[config.mk]
export PLATFORM = sky130hd
export DESIGN_NAME = fetch_queue_unit
export DESIGN_NICKNAME = d
export VERILOG_FILES = /design/src/rtl/fetch_queue_unit.sv
export SDC_FILE = /design/constraint.sdc
export NUM_CORES = 1
export LEC_CHECK = 0
export BUFFER_PORTS_ARGS = -buffer_cell sky130_fd_sc_hd__buf_2
export CORE_MARGIN = 2
export CORE_UTILIZATION = 58
export DETAILED_ROUTE_END_ITERATION = 6
export PLACE_DENSITY = 0.77
export SETUP_SLACK_MARGIN = 0.1
export SLEW_MARGIN = 20
export SYNTH_ARGS = -nofsm -noshare
export SYNTH_HDL_FRONTEND = slang
export SYNTH_SLANG_ARGS = --single-unit
[constraint.sdc]
create_clock -name clk -period 12.6 [get_ports clk]
set_clock_uncertainty 0.05 [all_clocks]
set_input_delay 0.63 -clock clk [delete_from_list [all_inputs] [get_ports clk]]
set_output_delay 0.63 -clock clk [all_outputs]
set_load 0.01 [all_outputs]
[src/rtl/fetch_queue_unit.sv]
// Fetch stage: prioritised PC redirect, single-outstanding I-cache requests,
// and a PC-tagged instruction FIFO feeding decode.
module fetch_queue_unit #(
  parameter int ADDR_SIZE = 32,
  parameter int INSN_SIZE = 32,
  parameter int DEPTH = 4,
  parameter logic [ADDR_SIZE-1:0] RESET_PC = 32'h0000_1000,
  parameter logic [ADDR_SIZE-1:0] EXC_VECTOR = 32'h0000_2000,
  parameter int PC_STEP = 4
) (
  input  logic                 clk,
  input  logic                 reset,
  input  logic                 is_exception,
  input  logic                 is_branch,
  input  logic                 is_jump,
  input  logic [ADDR_SIZE-1:0] pc_branch,
  input  logic [ADDR_SIZE-1:0] pc_jump,
  output logic                 icache_req_valid,
  input  logic                 icache_req_ready,
  output logic [ADDR_SIZE-1:0] icache_req_addr,
  input  logic                 icache_rsp_valid,
  input  logic [INSN_SIZE-1:0] icache_rsp_data,
  output logic                 dec_valid,
  input  logic                 dec_ready,
  output logic [INSN_SIZE-1:0] dec_insn,
  output logic [ADDR_SIZE-1:0] dec_pc,
  output logic [$clog2(DEPTH):0] queue_count
);

  localparam int PW = $clog2(DEPTH);
  localparam int CW = PW + 1;

  logic [ADDR_SIZE-1:0] fetch_pc;
  logic [ADDR_SIZE-1:0] rsp_pc;
  logic [CW-1:0]        count;
  logic [PW-1:0]        rd_ptr;
  logic [PW-1:0]        wr_ptr;
  logic                 outstanding;
  logic                 drop;
  logic [ADDR_SIZE-1:0] mem_pc   [DEPTH];
  logic [INSN_SIZE-1:0] mem_insn [DEPTH];

  logic                 redirect;
  logic [ADDR_SIZE-1:0] target;
  logic                 accept;
  logic                 enq;
  logic                 deq;

  assign redirect = is_exception | is_branch | is_jump;

  // Redirect target, exception first, then branch, then jump
  always_comb begin
    target = pc_jump;
    if (is_exception) begin
      target = EXC_VECTOR;
    end else if (is_branch) begin
      target = pc_branch;
    end else begin
      target = pc_jump;
    end
  end

  // Space check counts the in-flight request and ignores a same-cycle dequeue
  assign icache_req_valid = !reset && !redirect && (!outstanding || icache_rsp_valid)
                            && ((count + CW'(outstanding)) < CW'(DEPTH));
  assign icache_req_addr  = fetch_pc;
  assign accept           = icache_req_valid & icache_req_ready;
  assign enq              = icache_rsp_valid & outstanding & !drop & !redirect;
  assign dec_valid        = (count != '0) && !redirect;
  assign deq              = dec_valid & dec_ready;
  assign dec_insn         = mem_insn[rd_ptr];
  assign dec_pc           = mem_pc[rd_ptr];
  assign queue_count      = count;

  // PC, request tracking and FIFO state
  always_ff @(posedge clk or posedge reset) begin
    if (reset) begin
      fetch_pc    <= RESET_PC;
      rsp_pc      <= '0;
      count       <= '0;
      rd_ptr      <= '0;
      wr_ptr      <= '0;
      outstanding <= 1'b0;
      drop        <= 1'b0;
      for (int i = 0; i < DEPTH; i++) begin
        mem_pc[i]   <= '0;
        mem_insn[i] <= '0;
      end
    end else if (redirect) begin
      fetch_pc <= target;
      count    <= '0;
      rd_ptr   <= '0;
      wr_ptr   <= '0;
      if (outstanding && icache_rsp_valid) begin
        outstanding <= 1'b0;
        drop        <= 1'b0;
      end else if (outstanding) begin
        // Response still in flight: keep the slot busy and discard it on arrival
        drop <= 1'b1;
      end else begin
        drop <= drop;
      end
    end else begin
      if (accept) begin
        fetch_pc <= fetch_pc + ADDR_SIZE'(PC_STEP);
        rsp_pc   <= fetch_pc;
      end
      if (icache_rsp_valid && outstanding) begin
        drop <= 1'b0;
      end
      if (accept) begin
        outstanding <= 1'b1;
      end else if (icache_rsp_valid) begin
        outstanding <= 1'b0;
      end
      if (enq) begin
        mem_pc[wr_ptr]   <= rsp_pc;
        mem_insn[wr_ptr] <= icache_rsp_data;
        wr_ptr           <= wr_ptr + PW'(1);
      end
      if (deq) begin
        rd_ptr <= rd_ptr + PW'(1);
      end
      count <= count + CW'(enq) - CW'(deq);
    end
  end

endmodule

==> impl_metrics.toml <==
[outcome]
status = "finished clean"

[pwr]
ir_drop_uv = 112
total_power_mw = 2.26
p_leak_nw = 8.95
power.density_nw_per_um2 = 129

[floorplanning]
dieArea_um2 = 27700
core_area_um2 = 26000
die_y_um = 166
fp.dieW_um = 166
ios = 205
initial_utilization = 0.589
rows = 59

[cells_and_area]
layoutNonFillerInstCount = 1586
final_common_cell = "dfrtp_1"
syn_to_final_growth_pct = 14.5
n_antenna_cell = 0
stdcell_area_um2 = 17500
final_nets = 1340
final_cell_mix = "dfrtp_1, mux2_2, buf_2, mux4_2, nor2_1"
layout-drive-gt1-share = 0.504

[routing]
num_vias = 9616
highest_layer = "met4"
route.met3.wl_um = 1930
met1_length_um = 14700
wl_met2_um = 16100
dr.first_iter.drc_count = 564
drt-vias-per-instance = 6.06
post_drt_wl_per_cell_um = 20.9
wirelength_um = 33200
drt_first_pass_iters = 5
route.detailed.drc = 0
detail-route-antenna-nets = 0

[clocking]
cts.repair.resized = 0
cts_setup_buffers = 0
h-tree-depth = 2
root_buffer = "clkbuf_16"
clk_latency_ps = 510
cts_tree = "built"
clk_pin_slew_worst_paths_ps = 60
cts_buffers = 36
cts_num_sinks = 329
ctsHoldBuffers = 0
cts_buffer_depth = 3

[sta]
hold_violations = 0
min_period_ps = 3560
fin_ws_ps = 9040
slew_headroom = 0.284
drv_slew = 0
final-setup-viol-count = 0
worstMarginPinSlew_ps = 1070
period_share = 0.282
fin_setup_tns_ps = 0
grt_setup_unrepaired = "no"
fmax_mhz = 281

[synth]
post_synth_fa_ha_maj_area_fraction = 0.00703
synth_edf_count = 0
avgSynthCellArea_um2 = 14.6
synth_area_leaders = "dfrtp_1, mux2_2, mux4_2, buf_6, nor2_1"
synth_compound_area_frac = 0.0612
synth_nets = 1157
synth_warnings = 0
synthMuxAreaShare = 0.305
synth_top_family_by_area = "multiplexers"
ys_ff_latch = 329
synthXorXnorAreaFrac = 0.00286
netlist_area_um2 = 15300
yosysTopAreaCellShare = 0.536
synth_cell_type_count = 62
yosysTopAreaCell = "dfrtp_1"
synthFlopType = "dfrtp_1"
async_reset_ff_frac = 1.00
yosys.area_share.simple = 0.0535
syn_inst = 1045
synth-seq-area-share = 0.538

[critical_path]
crit_fanout = 42
rr_startpoint = "outstanding"
reg2regPathDepth = 11
reg2reg_slack_ps = 10000
crit_arrival_ps = 2880
setup.worst_path.end_class = "output pin"
path_class = "reg -> out"
max_stage_delay_ps = 1020
crit_chain = "buf_4 -> mux4_2 -> buf_2"
crit_buf_inv = 2
r2r-end = "queue_count[2]"
crit_path_start_kind = "register"
crit_family = "flip-flops"
required_ps = 11920
cp_slowest_cell = "dfrtp_4"

[place]
pre_cts_ws_ps = 8830
post-place-cells = 1525
place_area_um2 = 16400
gp_congestion = 0.864
dp_hpwl_um = 20300
port_buffers = 204

[worst_hold_path]
worstHoldStart = "icache_rsp_valid"
min_delay_path_depth = 2
hold_path_class = "in -> reg"
min_to = "drop"

[global_route]
grt_usage = 0.246
grt_max_degree = 194
overflow = 0
grt_pass1_wl_um = 55100
first_global_vias = 10200
antenna_found_initial = 0

[job]
maxCapViolations = 0
==> cells by family (layout without fill, tap and decap cells) <==
logic type	count (synthesis)	in the layout
XOR/XNOR	5	5
multiplexers	351	351
buffers and inverters	79	285
adder cells (fa/ha/maj)	8	8
AO/OA/AOI/OAI	131	131
AND/OR/NAND/NOR	142	142
flip-flops	329	329
==> sequential cells by signal, summed over array words and instances (netlist names), 2 cells and up <==
name and cells:
rd_ptr 2, queue_count 3, rsp_pc 32, mem_insn 128, wr_ptr 2, icache_req_addr 32
mem_pc 128
==> through the flow <==
stage          utilization  hold slack, ps
6_report             0.674             313
5_1_grt              0.674             309
4_1_cts              0.674             290
3_5_place_dp         0.631             437
3_3_place_gp         0.631             432
2_1_floorplan            -             424
==> power breakdown <==
group / internal [mW] / total, mW / switching, mW / leakage, nW
sequential: 1.08 / 1.12 / 0.0324 / 4.55
clock: 0.601 / 1.00 / 0.404 / 0.550
combinational: 0.0617 / 0.138 / 0.0759 / 3.85
==> layout make-up <==
cell class	count	area (µm²)
sequential	329	8240
fill	1897	8470
tap	335	419
inverter	14	60.1
timing repair buffer	210	1080
clock inverter	6	61.3
clock buffer	55	1060
multi-input combinational	637	6590
==> worst max-delay path by stage <==
stage,from,endpoint,slack [ps],depth (start not counted)
2_1_floorplan,reset,drop,2800,1
3_3_place_gp,is_branch,queue_count[2],8950,13
3_5_place_dp,is_branch,queue_count[2],8830,13
4_1_cts,rd_ptr[0],dec_insn[21],8920,3
5_1_grt,rd_ptr[0],dec_insn[2],8800,3
6_report,rd_ptr[0],dec_insn[21],9040,3
==> cells in the mapped netlist, types with 3 or more instances <==
cell type	number
o31ai_1	5
o21ai_0	14
dfrtp_1	328
and4_1	6
mux2i_1	4
o22a_1	11
nand4_1	7
xor2_1	3
a31oi_1	9
o211ai_1	3
nor3_1	7
buf_1	5
nand2b_1	5
nand2_2	5
inv_1	14
nor2_1	49
buf_6	24
and3_1	6
mux4_2	64
a21oi_1	25
clkbuf_1	22
or2_2	3
nand3b_1	8
nand2_1	20
and2_1	6
mux2_2	283
ha_1	7
a22oi_1	22
nand3_1	8
a2bb2oi_1	14
buf_2	13
o2bb2ai_1	3
a41oi_1	6
==> per-layer routing <==
metal	vias up	global-route usage
met5	-	0
met2	317	0.397
met1	4937	0.353
li1	4317	-
met3	45	0.0430
met4	0	0.0603
Power figures use the tool's default switching activity.
